==> src/rtl/pcpi_approx_pkg.sv <==
// pcpi_approx_pkg: instruction encoding and FSM state constants for the approximate PCPI multiplier.
package pcpi_approx_pkg;
    localparam logic [6:0] OPC_CUSTOM0 = 7'b0001011;
    localparam logic [6:0] FUNCT7_MULA = 7'b0000001;
    localparam logic [2:0] F3_MULA     = 3'b000;
    localparam logic [2:0] F3_MULAH    = 3'b001;

    localparam logic [1:0] IDLE = 2'd0;
    localparam logic [1:0] CALC = 2'd1;
    localparam logic [1:0] DONE = 2'd2;

    function automatic logic insn_match(input logic [31:0] insn);
        return insn[6:0] == OPC_CUSTOM0 && insn[31:25] == FUNCT7_MULA &&
               (insn[14:12] == F3_MULA || insn[14:12] == F3_MULAH);
    endfunction
endpackage

==> src/rtl/approx_mul_datapath.sv <==
// approx_mul_datapath: serial radix-2 shift-add multiplier over the unmasked high operand bits.
module approx_mul_datapath #(
    parameter int APPROX_BITS = 8
) (
    input  logic        clk,
    input  logic        reset,
    input  logic        start_i,
    input  logic        step_i,
    input  logic [31:0] a_i,
    input  logic [31:0] b_i,
    output logic        last_o,
    output logic [63:0] prod_o
);
    localparam logic [5:0] K = 6'(32 - APPROX_BITS);

    logic [63:0] acc_q, acc_d, mcand_q, mcand_d;
    logic [31:0] mplier_q, mplier_d;
    logic [5:0]  cnt_q, cnt_d;

    // Masked low bits contribute nothing, so the multiplicand starts pre-shifted past them.
    always_comb begin
        acc_d    = acc_q;
        mcand_d  = mcand_q;
        mplier_d = mplier_q;
        cnt_d    = cnt_q;
        if (start_i) begin
            acc_d    = '0;
            mcand_d  = {32'b0, a_i} << APPROX_BITS;
            mplier_d = b_i >> APPROX_BITS;
            cnt_d    = K;
        end else if (step_i) begin
            acc_d    = mplier_q[0] ? acc_q + mcand_q : acc_q;
            mcand_d  = mcand_q << 1;
            mplier_d = mplier_q >> 1;
            cnt_d    = cnt_q - 6'd1;
        end
    end

    always_ff @(posedge clk or posedge reset) begin
        if (reset) begin
            acc_q    <= '0;
            mcand_q  <= '0;
            mplier_q <= '0;
            cnt_q    <= '0;
        end else begin
            acc_q    <= acc_d;
            mcand_q  <= mcand_d;
            mplier_q <= mplier_d;
            cnt_q    <= cnt_d;
        end
    end

    assign last_o = cnt_q == 6'd1;
    assign prod_o = acc_q;
endmodule

==> src/rtl/pcpi_approx_mul.sv <==
// pcpi_approx_mul: PCPI coprocessor computing unsigned products of operands with low bits truncated.
module pcpi_approx_mul
    import pcpi_approx_pkg::*;
#(
    parameter int APPROX_BITS = 8
) (
    input  logic        clk,
    input  logic        reset,
    input  logic        pcpi_valid,
    input  logic [31:0] pcpi_insn,
    input  logic [31:0] pcpi_rs1,
    input  logic [31:0] pcpi_rs2,
    output logic        pcpi_wr,
    output logic [31:0] pcpi_rd,
    output logic        pcpi_wait,
    output logic        pcpi_ready
);
    localparam logic [31:0] MASK = 32'hFFFF_FFFF << APPROX_BITS;

    logic [1:0]  state_q, state_d;
    logic        hi_q, hi_d, wait_q;
    logic        start, step, last;
    logic [63:0] prod;

    always_comb begin
        state_d = state_q;
        hi_d    = hi_q;
        start   = 1'b0;
        step    = 1'b0;
        case (state_q)
            IDLE: if (pcpi_valid && insn_match(pcpi_insn)) begin
                start   = 1'b1;
                hi_d    = pcpi_insn[12];
                state_d = CALC;
            end
            // A dropped valid means the CPU gave up on the instruction.
            CALC: if (!pcpi_valid) state_d = IDLE;
                  else begin
                      step    = 1'b1;
                      state_d = last ? DONE : CALC;
                  end
            default: state_d = IDLE;
        endcase
    end

    always_ff @(posedge clk or posedge reset) begin
        if (reset) begin
            state_q <= IDLE;
            hi_q    <= 1'b0;
            wait_q  <= 1'b0;
        end else begin
            state_q <= state_d;
            hi_q    <= hi_d;
            wait_q  <= state_d == CALC;
        end
    end

    approx_mul_datapath #(.APPROX_BITS(APPROX_BITS)) u_dp (
        .clk     (clk),
        .reset   (reset),
        .start_i (start),
        .step_i  (step),
        .a_i     (pcpi_rs1 & MASK),
        .b_i     (pcpi_rs2 & MASK),
        .last_o  (last),
        .prod_o  (prod)
    );

    assign pcpi_ready = state_q == DONE;
    assign pcpi_wr    = pcpi_ready;
    assign pcpi_wait  = wait_q;
    assign pcpi_rd    = pcpi_ready ? (hi_q ? prod[63:32] : prod[31:0]) : 32'h0;
endmodule
==> config.mk <==
export PLATFORM = sky130hd
export DESIGN_NAME = pcpi_approx_mul
export DESIGN_NICKNAME = d
export VERILOG_FILES = /design/src/rtl/pcpi_approx_pkg.sv /design/src/rtl/approx_mul_datapath.sv /design/src/rtl/pcpi_approx_mul.sv
export SDC_FILE = /design/constraint.sdc
export NUM_CORES = 1
export LEC_CHECK = 0
export BUFFER_PORTS_ARGS = -buffer_cell sky130_fd_sc_hd__buf_2
export CAP_MARGIN = 10
export CORE_MARGIN = 8
export CORE_UTILIZATION = 59
export CTS_CLUSTER_DIAMETER = 60
export DETAILED_ROUTE_END_ITERATION = 12
export PLACE_DENSITY = 0.86
export SLEW_MARGIN = 20
export SYNTH_ARGS = -nofsm -noshare
export SYNTH_HDL_FRONTEND = slang
export SYNTH_HIERARCHICAL = 1
export SYNTH_SLANG_ARGS = --single-unit
==> constraint.sdc <==
create_clock -name clk -period 5.3 [get_ports clk]
set_input_delay 1.06 -clock clk [delete_from_list [all_inputs] [get_ports clk]]
set_output_delay 1.06 -clock clk [all_outputs]
set_load 0.05 [all_outputs]
======== Yosys cells after proc, flatten, opt, wreduce, memory -nomap -nowiden ========
Cells that the tools add are included.
storage, ports and cells
  bits in registers ....................... 170
  bits of input ports ..................... 99
  output and inout port bits .............. 35
  word-level logic and storage cells ...... 45
operators by class
  add/sub/neg operators ................... 2
  equal/unequal tests ..................... 7
  multiplexer cells ....................... 19
  reductions and logical operators ........ 10
operator list
  cell                 number
  $mux 64              5
  $mux 32              4
  $add 64x64->64       1
  $mux 6               2
  $eq 7x1->1 const B   1
  $eq 7x4->1 const B   1
  $eq 6x1->1 const B   1
  $mux 2               3
  $sub 6x1->6 const B  1
  $eq 2x1->1 const B   2
  $mux 1               4
  $pmux 2 s2           1
  $reduce_and 2->1     2
  $reduce_bool 2->1    2
  $eq 3x1->1 const B   1
  $logic_and 1x1->1    3
  $logic_not 3->1      1
  $eq 2x2->1 const B   1
  $logic_not 2->1      1
  $logic_or 1x1->1     1

======== Depth between registers and ports, before layout ========
Gate-level depths: netlist (run 1).
  depth in word-level cells ............... 8
  depth in mapped cells ................... 12
  mapped depth without buffers ............ 12

======== Modules after synthesis ========
The synthesis (run 1) kept the hierarchy.
by module, submodules not included
  module               instances  cells each  area each (um^2)
  approx_mul_datapath  1          938         8,896.0
  pcpi_approx_mul      1          95          762.0

======== Least setup slack after synthesis (run 1) ========
No wires, ideal clock.
  path kind ............................... register -> register
  start ................................... register u_dp.acc_q[8] (netlist: u_dp/prod_o[8])
  end ..................................... register u_dp.acc_q[52] (netlist: u_dp/prod_o[52])
  setup time .............................. 0.121 ns
  data arrival time ....................... 2.865 ns
  data required time ...................... 5.179 ns
  setup slack ............................. 2.314 ns
  stages on the path, launching flop included .. 13
  path buffers ............................ 0
  clock period less this slack ............ 2.986 ns
  cells stage by stage .................... dfrtp_1 ha_1 fa_1 a21oi_1 o211ai_1 a211oi_1 nor3_1 or3_1 a21oi_2 o21ai_1 a21oi_1 xnor2_1 a22o_1
on the way
  cells in the longest elaborated chain, start to end .. 4
RTL lines
  item                    line                       source
  start, declared         approx_mul_datapath.sv:16  logic [63:0] acc_q, acc_d, mcand_q, mcand_d;
  start signal, assigned  approx_mul_datapath.sv:41  acc_q <= '0;
  start signal, assigned  approx_mul_datapath.sv:46  acc_q <= acc_d;
  $add 64x64->64          approx_mul_datapath.sv:32  acc_d = mplier_q[0] ? acc_q + mcand_q : acc_q;
  $mux 64                 approx_mul_datapath.sv:32
  $mux 64                 approx_mul_datapath.sv:31  end else if (step_i) begin
  $mux 64                 approx_mul_datapath.sv:26  if (start_i) begin
No other way between the ends. The select of a mux whose other input is x is not followed.
A chain may end at the register's enable or synchronous reset.

======== Worst setup path after layout (run 1) ========
  start ................................... register u_dp.mcand_q[8]
  end ..................................... register u_dp.acc_q[60] (netlist: u_dp/prod_o[60])
on the way
  cells in the longest elaborated chain, start to end .. 4
RTL lines
  item                    line                       source
  start, declared         approx_mul_datapath.sv:16
  start signal, assigned  approx_mul_datapath.sv:47  mcand_q <= mcand_d;
  $add 64x64->64          approx_mul_datapath.sv:32
  $mux 64                 approx_mul_datapath.sv:32
  $mux 64                 approx_mul_datapath.sv:31
  $mux 64                 approx_mul_datapath.sv:26
No other way between the ends. The select of a mux whose other input is x is not followed.

==> results.json, run 1 <==
{
  "htree_levels": 4,
  "cp_top_family": "compound AO/OA/AOI/OAI gates",
  "cts_setup_buffers": 0,
  "min_period_ps": 4100,
  "maxSlewHeadroom_pct": 27.9,
  "drv_slew": 0,
  "cp_common_cell": "o211ai_1",
  "clk_latency_ps": 430,
  "ys_ff_latch": 146,
  "cts_root_buf": "clkbuf_16",
  "die_h_um": 144,
  "vdd_drop_max_uv": 228,
  "powerDensity_nw_per_um2": 220,
  "drive_gt1_share_pct": 14.4,
  "status": "finished clean",
  "instances_no_fill": 1328,
  "cts_sinks": 146,
  "globalplace.congestion": 0.947,
  "ys.flop_type": "dfrtp_1",
  "grt_max_degree": 106,
  "synth_area_per_cell_sq_um": 9.35,
  "areaGrowthSynthToFinish_pct": 12.0,
  "drt-vias-per-instance": 5.94,
  "crit_path_start_kind": "register",
  "async_reset_ff_share_pct": 100,
  "drtIter0Drc": 715,
  "slowest_delay_ps": 640,
  "cap_violations": 0,
  "worst_ep_required_time_ps": 5650,
  "placed_area_sq_um": 10200,
  "ys_seq_area_share_pct": 37.8,
  "worst_clock_skew_ps": 11.1,
  "cp_cell_sequence": "ha_1 > fa_1 > a21oi_1 > o211ai_1 > a211oi_1 > nor3_1 > o31ai_1 > o41ai_1 > o211ai_1 > o21ai_0 > nand4b_1 > o211ai_1",
  "fillers": 1235,
  "fmax_mhz": 244,
  "rsz0062_at_grt": "no",
  "cts_buffer_depth": 2,
  "start_util_pct": 60.6,
  "seq_area_sq_um": 3650,
  "vias": 7894,
  "critPathSlowestCell": "o41ai_1",
  "final_hold_viol_count": 0,
  "critical_path_arrival_ps": 4450,
  "dp.cells": 1296,
  "fin_area_sq_um": 10800,
  "crit_type": "reg2reg",
  "post_drt_wl_per_cell_um": 18.0,
  "cts_tree": "built",
  "synth-edff-count": 0,
  "track_usage_pct": 23.8,
  "worst_pin_slew_ps": 1080,
  "drc": 0,
  "antenna_found_initial": 0,
  "path_clk_slew_ps": 60,
  "r2r_end": "u_dp/prod_o[60]",
  "hold_class": "in2async",
  "dpl.hpwl_um": 17100,
  "die_area_sq_um": 20700,
  "finalSetupViolCount": 0,
  "endpoint_kind": "register",
  "chipWidth_um": 144,
  "num_antenna_cells": 0,
  "core_area_sq_um": 15900,
  "power_leakage_uw": 0.00527,
  "ys_warn_count": 6,
  "multi_input_area_sq_um": 5690,
  "rrSetupSlack_ps": 1200,
  "r2r_cells": 12,
  "cp_max_fo": 4,
  "rows": 46,
  "grt_pass1_vias": 7890,
  "dr.pass1.iters": 7,
  "grt_pass1_wl_um": 39000,
  "ys_types": 70,
  "nets": 1256,
  "fin_crit_sh_pct": 77.3,
  "wirelength_um": 23900,
  "path_buf_inv": 0,
  "syn_inst": 1033,
  "setup_tns_ps": 0,
  "pin_count": 134,
  "cts_resized": 0,
  "grt_overflow": 0,
  "ant_nets": 0,
  "worst_hold_slack_ps": 531,
  "r2r-start": "u_dp/mcand_q[8]",
  "syn_area_sq_um": 9660,
  "numCtsBuffers": 17,
  "io_buffers": 102,
  "hold_buffers": 0
}
-- stage by stage --
stage	setup slack [ps]	total power (uW)	util (%)
detailed placement	1470	1190	64.1
floorplan	430	1160	-
global placement	1530	1190	64.1
CTS	1400	2410	67.9
finish	1200	2390	67.9
global route	1160	2460	67.9
-- cell usage after synthesis (3+ instances only) --
| cell | instances | area (sq um) |
|---|---|---|
| o21ai_0 | 89 | 445 |
| nand3_1 | 11 | 55.1 |
| ha_1 | 57 | 713 |
| o21bai_1 | 5 | 37.5 |
| nor2b_1 | 3 | 18.8 |
| nand4_1 | 14 | 87.6 |
| o211ai_1 | 5 | 37.5 |
| or3_1 | 3 | 18.8 |
| a21o_1 | 45 | 338 |
| xor2_1 | 20 | 175 |
| nand2b_1 | 7 | 43.8 |
| a211oi_1 | 5 | 37.5 |
| buf_1 | 4 | 15.0 |
| mux2i_1 | 110 | 1100 |
| a21oi_1 | 55 | 275 |
| a22o_1 | 51 | 447 |
| and3_1 | 5 | 31.3 |
| a211o_1 | 3 | 26.3 |
| clkbuf_1 | 55 | 206 |
| a31oi_1 | 6 | 37.5 |
| dfrtp_1 | 146 | 3650 |
| o21a_1 | 6 | 45.0 |
| buf_2 | 6 | 30.0 |
| o31ai_1 | 4 | 30.0 |
| nand2_1 | 99 | 372 |
| nor3b_1 | 3 | 22.5 |
| nor3_1 | 12 | 60.1 |
| buf_4 | 9 | 67.6 |
| nor2_1 | 93 | 349 |
| a311oi_1 | 3 | 26.3 |
| and4_1 | 5 | 43.8 |
| xnor2_1 | 36 | 315 |
| inv_1 | 12 | 45.0 |
-- logic make-up after synthesis --
logic type	count (synthesis)	synth area share, %
AOI/OAI and AO/OA	302	20.8
and+or+nand+nor	269	12.9
DFF	146	37.8
muxes	112	11.7
buffers and inverters	88	4.04
adders and majority gates	58	7.59
xor gates and xnor gates	56	5.08
other	2	0.0778
-- layer usage --
metal | share of wire, % | GRT usage [%]
met5 | 0 | 0
met4 | 3.2 | 9.63
met3 | 6.0 | 6.47
met2 | 46 | 38.1
met1 | 44 | 29.9
-- how the worst max path moves through the flow --
stage               slack, ps  depth (start not counted)             from              end
floorplan                 430                          1            reset    u_dp/cnt_q[0]
global placement         1530                         12   u_dp/prod_o[8]  u_dp/prod_o[60]
detailed placement       1470                         12  u_dp/mcand_q[8]  u_dp/prod_o[60]
CTS                      1400                         12  u_dp/mcand_q[8]  u_dp/prod_o[60]
global route             1160                         12  u_dp/mcand_q[8]  u_dp/prod_o[60]
finish                   1200                         12  u_dp/mcand_q[8]  u_dp/prod_o[60]
-- cells in the final DEF, fill, tap and decap left out, types with 3 or more instances in the layout --
cell and n:
a21oi_1 54, inv_6 5, a22o_1 51, nand2_1 99, dfrtp_1 145, and3_1 5
o21bai_1 5, o21ai_0 89, and4_1 5, a211o_1 3, nor2_1 92, mux2i_1 110
clkbuf_16 17, ha_1 57, xnor2_1 36, o31ai_1 4, nand2b_1 7, o21a_1 6
a31oi_1 6, buf_4 7, or3_1 3, inv_1 11, nand3_1 11, inv_8 3
xor2_1 20, nand4_1 14, buf_2 102, clkinvlp_4 3, o211ai_1 5, a211oi_1 5
nor3_1 12, conb_1 16, a21o_1 45, a311oi_1 3, nor2b_1 3, nor3b_1 3
-- final cells by class --
cell class / instances / area share [%]
clock inverter: 15 / 1.57
sequential: 146 / 33.8
inverter: 12 / 0.462
timing repair buffer: 109 / 5.20
tap: 216 / 2.50
clock buffer: 17 / 3.93
multi-input combinational: 813 / 52.6
-- flip-flops by register name, indices dropped and copies added, names as in the netlist --
register / count
hi_q: 1
state_q: 2
u_dp/mplier_q: 24
u_dp/cnt_q: 6
u_dp/prod_o: 56
pcpi_wait: 1
u_dp/mcand_q: 56
-- report_power, final --
group / switching [uW] / leakage [uW] / internal, uW
Sequential: 0.220 / 0.00204 / 1110
Combinational: 31.5 / 0.00294 / 20.8
Clock: 513 / 0.000286 / 706
Total: 544 / 0.00527 / 1840
No activity file was read; power rests on OpenSTA's default activity.
==> run 2: changes to the inputs <==
==> constraint.sdc (replaced) <==
create_clock -name clk -period 4 [get_ports clk]
set_input_delay 0.8 -clock clk [delete_from_list [all_inputs] [get_ports clk]]
set_output_delay 0.8 -clock clk [all_outputs]
set_load 0.05 [all_outputs]
==> results.json, run 2 (synthesized netlist as in run 1, its figures left out) <==
{
  "fmax_mhz": 271,
  "antenna_found_initial": 0,
  "dr.pass1.iters": 5,
  "layout_common_cells": "dfrtp_1 (145), mux2i_1 (110), buf_2 (102)",
  "r2r-start": "u_dp/prod_o[8]",
  "rows": 46,
  "instances_no_fill": 1334,
  "cts_buffer_depth": 2,
  "start_util_pct": 60.6,
  "num_antenna_cells": 0,
  "drive_gt1_share_pct": 14.7,
  "grt_pass1_wl_um": 40500,
  "critPathSlowestCell": "o31ai_1",
  "cts_root_buf": "clkbuf_16",
  "chipWidth_um": 144,
  "post_drt_wl_per_cell_um": 18.4,
  "fin_crit_sh_pct": 92.1,
  "vias": 8131,
  "maxSlewHeadroom_pct": 50.8,
  "wirelength_um": 24500,
  "grt_max_degree": 90,
  "slowest_delay_ps": 530,
  "dpl.hpwl_um": 17600,
  "die_area_sq_um": 20700,
  "cp_top_family": "compound AO/OA/AOI/OAI gates",
  "vdd_drop_max_uv": 306,
  "nets": 1262,
  "areaGrowthSynthToFinish_pct": 12.4,
  "worst_pin_slew_ps": 737,
  "rrSetupSlack_ps": 320,
  "ant_nets": 0,
  "track_usage_pct": 24.5,
  "r2r_cells": 12,
  "worst_clock_skew_ps": 7.85,
  "cp.depth": 12,
  "die_h_um": 144,
  "critical_path_arrival_ps": 3980,
  "endpoint_kind": "register",
  "min_period_ps": 3680,
  "switching_share_pct": 22.3,
  "crit_path_start_kind": "register",
  "multi_input_area_sq_um": 5690,
  "fillers": 1277,
  "globalplace.congestion": 0.912,
  "drv_slew": 0,
  "p_int_uw": 2360,
  "htree_levels": 4,
  "cp_max_fo": 4,
  "grt_pass1_vias": 8142,
  "cp_cell_sequence": "ha_1 > fa_1 > a21oi_1 > o211ai_1 > a211oi_1 > nor3_2 > o31ai_1 > o41ai_1 > o211ai_1 > o21ai_0 > nand4b_1 > o211ai_1",
  "cts_tree": "built",
  "clk_latency_ps": 420,
  "hold_class": "in2async",
  "final_common_cell": "dfrtp_1",
  "status": "finished clean",
  "worst_ep_required_time_ps": 4290,
  "path_clk_slew_ps": 60,
  "r2r_end": "u_dp/prod_o[60]",
  "pwr-share-seq_pct": 48.7,
  "finalPower_uw": 3030,
  "p_comb_share_pct": 2.4,
  "rsz0062_at_grt": "no",
  "power_leakage_uw": 0.00527,
  "core_area_sq_um": 15900,
  "cap_violations": 0,
  "pin_count": 134,
  "drc": 0,
  "cts_sinks": 146,
  "powerDensity_nw_per_um2": 279,
  "clkPwrFrac_pct": 48.9,
  "finalSetupViolCount": 0,
  "drt-vias-per-instance": 6.10,
  "crit_type": "reg2reg",
  "io_buffers": 102,
  "setup_tns_ps": 0,
  "numCtsBuffers": 17,
  "final_hold_viol_count": 0,
  "dp.cells": 1302,
  "seq_area_sq_um": 3650,
  "grt_overflow": 0,
  "path_buf_inv": 0,
  "switching_power_uw": 676,
  "hold_buffers": 0,
  "drtIter0Drc": 718,
  "cp_common_cell": "o211ai_1",
  "startpoint": "u_dp/prod_o[8]"
}
-- run 2: changes by cell type in the layout (fill, tap and decap cells not counted), sizes merged --
| cell | delta |
|---|---|
| buf | +6 |
| clkbuf | +6 |
| bufinv | -2 |
| inv | -6 |
| clkinvlp | +2 |
-- run 2: timing repair --
item                                   in CTS  in global routing
buffers inserted                            0                  0
setup endpoints to repair                   0                  1
endpoints found under the hold margin       0                  0
resized for setup                           0                  1
-- run 2: final cells by class --
type / count / share of cell area (%)
Sequential cell: 146 / 33.7
Multi-Input combinational cell: 813 / 52.5
Timing Repair Buffer: 115 / 5.83
Clock buffer: 23 / 4.40
Tap cell: 216 / 2.49
Clock inverter: 9 / 0.680
Inverter: 12 / 0.450
-- run 2: power by group through the flow --
stage / Combinational, uW / Clock [uW] / Sequential [uW]
2_1_floorplan: 34.7 / 0 / 1500
3_3_place_gp: 72.5 / 0 / 1500
3_5_place_dp: 74.0 / 0 / 1500
4_1_cts: 74.2 / 1510 / 1480
5_1_grt: 82.7 / 1580 / 1480
6_report: 72.5 / 1480 / 1480
-- run 2: worst max-delay path by stage --
stage / endpoint
6_report: u_dp/prod_o[60]
5_1_grt: u_dp/prod_o[60]
4_1_cts: u_dp/prod_o[60]
3_5_place_dp: u_dp/prod_o[60]
3_3_place_gp: u_dp/prod_o[60]
2_1_floorplan: u_dp/prod_o[52]
-- run 2: layer usage --
metal,up-vias,routed length [um],global-route usage (%)
met5,-,0,0
met4,0,498,7.86
met3,29,1390,4.94
met2,273,11900,40.8
met1,3965,10700,31.3
li1,3864,-,-
-- run 2: through the flow --
| stage | setup WS [ps] | utilization [%] | area [sq um] | hold slack, ps |
|---|---|---|---|---|
| 2_1_floorplan | 1010 | - | 9710 | 477 |
| 3_3_place_gp | 453 | 64.6 | 10300 | 510 |
| 3_5_place_dp | 357 | 64.6 | 10300 | 512 |
| 4_1_cts | 331 | 68.0 | 10800 | 265 |
| 5_1_grt | 48.9 | 68.1 | 10900 | 269 |
| 6_report | 316 | 68.1 | 10900 | 280 |
==> run 3: changes to the inputs <==
--- a/config.mk
+++ b/config.mk
@@ -5,13 +5,13 @@
 export SDC_FILE = /design/constraint.sdc
 export NUM_CORES = 1
 export LEC_CHECK = 0
-export BUFFER_PORTS_ARGS = -buffer_cell sky130_fd_sc_hd__buf_2
 export CAP_MARGIN = 10
 export CORE_MARGIN = 8
-export CORE_UTILIZATION = 59
+export CORE_UTILIZATION = 64
 export CTS_CLUSTER_DIAMETER = 60
 export DETAILED_ROUTE_END_ITERATION = 12
-export PLACE_DENSITY = 0.86
+export DONT_BUFFER_PORTS = 1
+export PLACE_DENSITY = 0.84
 export SLEW_MARGIN = 20
 export SYNTH_ARGS = -nofsm -noshare
 export SYNTH_HDL_FRONTEND = slang
==> results.json, run 3 (synthesized netlist as in run 1, its figures left out) <==
{
  "worst_ep_required_time_ps": 4350,
  "cts_setup_buffers": 0,
  "cp_max_fo": 4,
  "hold_buffers": 0,
  "grt_overflow": 0,
  "core_area_sq_um": 15000,
  "pin_count": 134,
  "final_common_cell": "dfrtp_1",
  "layout_common_cells": "dfrtp_1 (145), mux2i_1 (110), nand2_1 (99)",
  "die_h_um": 139,
  "drv_slew": 0,
  "endpoint_kind": "register",
  "min_period_ps": 3850,
  "switching_share_pct": 21.3,
  "rows": 45,
  "worst_hold_slack_ps": 126,
  "nets": 1191,
  "drt-vias-per-instance": 6.21,
  "dp.cells": 1203,
  "areaGrowthSynthToFinish_pct": 9.56,
  "grt_pass1_wl_um": 38900,
  "clkPwrFrac_pct": 52.0,
  "wirelength_um": 23400,
  "drive_gt1_share_pct": 8.79,
  "crit_path_start_kind": "register",
  "vdd_drop_max_uv": 304,
  "wl_met3_um": 1400,
  "fmax_mhz": 259,
  "place_ws_ps": 386,
  "cts_tree": "built",
  "htree_levels": 4,
  "setup_slack_ps": 146,
  "numCtsBuffers": 17,
  "wl_met2_um": 10900,
  "grt_pass1_vias": 7540,
  "vias": 7667,
  "r2r_cells": 12,
  "start_util_pct": 64.5,
  "die_area_sq_um": 19300,
  "wl_met1_um": 10200,
  "path_clk_slew_ps": 70,
  "powerDensity_nw_per_um2": 298,
  "clk_latency_ps": 440,
  "finalSetupViolCount": 0,
  "rsz0062_at_grt": "no",
  "num_antenna_cells": 0,
  "grt_max_degree": 112,
  "drtIter0Drc": 524,
  "antenna_found_initial": 0,
  "worst_clock_skew_ps": 12.0,
  "status": "finished clean",
  "drc": 0,
  "crit_type": "reg2reg",
  "dpl.hpwl_um": 17100,
  "cts_buffer_depth": 2,
  "chipWidth_um": 139,
  "top_layer": "met4",
  "switching_power_uw": 672,
  "critical_path_arrival_ps": 4210,
  "cap_violations": 0,
  "cts_sinks": 146,
  "instances_no_fill": 1235,
  "io_buffers": 0,
  "track_usage_pct": 24.9,
  "setup_tns_ps": 0,
  "maxSlewHeadroom_pct": 28.9,
  "ant_nets": 0,
  "globalplace.congestion": 0.909,
  "p_int_uw": 2490,
  "pwr-share-seq_pct": 46.8,
  "dr.pass1.iters": 6,
  "cts_root_buf": "clkbuf_16",
  "power_leakage_uw": 0.00502,
  "fin_crit_sh_pct": 96.3,
  "final_hold_viol_count": 0,
  "worst_pin_slew_ps": 1070,
  "p_comb_share_pct": 1.2,
  "cts_resized": 0,
  "hold_class": "in2async",
  "post_drt_wl_per_cell_um": 19.0
}
==> run 3: cell types whose count changed in the layout (fill, tap and decap cells not counted), sizes merged <==
cell,change
buf,-71
clkbuf,-2
clkinv,+1
bufinv,+3
clkinvlp,-4
inv,+2
==> run 3: final cells by class <==
type | instances | area, sq um
Sequential cell | 146 | 3650
Tap cell | 188 | 235
Clock inverter | 11 | 149
Fill cell | 1129 | 4400
Timing Repair Buffer | 44 | 355
Clock buffer | 21 | 450
Multi-Input combinational cell | 813 | 5690
Inverter | 12 | 48.8
==> run 3: final timing paths <==
kind | from | endpoint | slack [ps]
setup / recovery | u_dp/prod_o[8] | u_dp/prod_o[60] | 150
hold / removal | reset | hi_q | 130
setup reg to reg | u_dp/prod_o[8] | u_dp/prod_o[60] | 150
hold reg to reg | u_dp/prod_o[56] | u_dp/prod_o[56] | 550
max in group asynchronous | reset | u_dp/mcand_q[28] | 2620
min in group clk | pcpi_rs2[11] | u_dp/mplier_q[3] | 490
==> run 3: worst max-delay path, cell delays in order, from the launching register on <==
cell	delay, ps
dfrtp_1	380
ha_1	220
fa_1	240
a21oi_1	110
o211ai_1	360
a211oi_1	160
nor3_1	430
o31ai_1	240
o41ai_1	670
o211ai_1	270
o21ai_0	410
nand4b_1	170
o211ai_1	130
==> run 3: power groups by stage <==
stage	clock, uW	sequential [uW]	combinational [uW]
global placement	0	1500	39.9
CTS	1670	1480	41.0
detailed placement	0	1500	41.0
global route	1730	1480	47.4
floorplan	0	1500	34.7
finish	1640	1480	39.0
==> run 3: per-layer routing <==
layer  global-route usage, %  vias up
li1                        -     3737
met1                    31.3     3673
met2                    39.0      210
met3                    6.37       47
met4                    12.5        0
met5                       0        -
==> run 3: metrics by stage <==
stage	instance area [sq um]	util [%]	total power, uW
floorplan	9710	-	1540
global placement	9980	66.6	1540
detailed placement	9980	66.6	1550
CTS	10600	70.7	3190
global route	10600	70.7	3260
finish	10600	70.7	3160
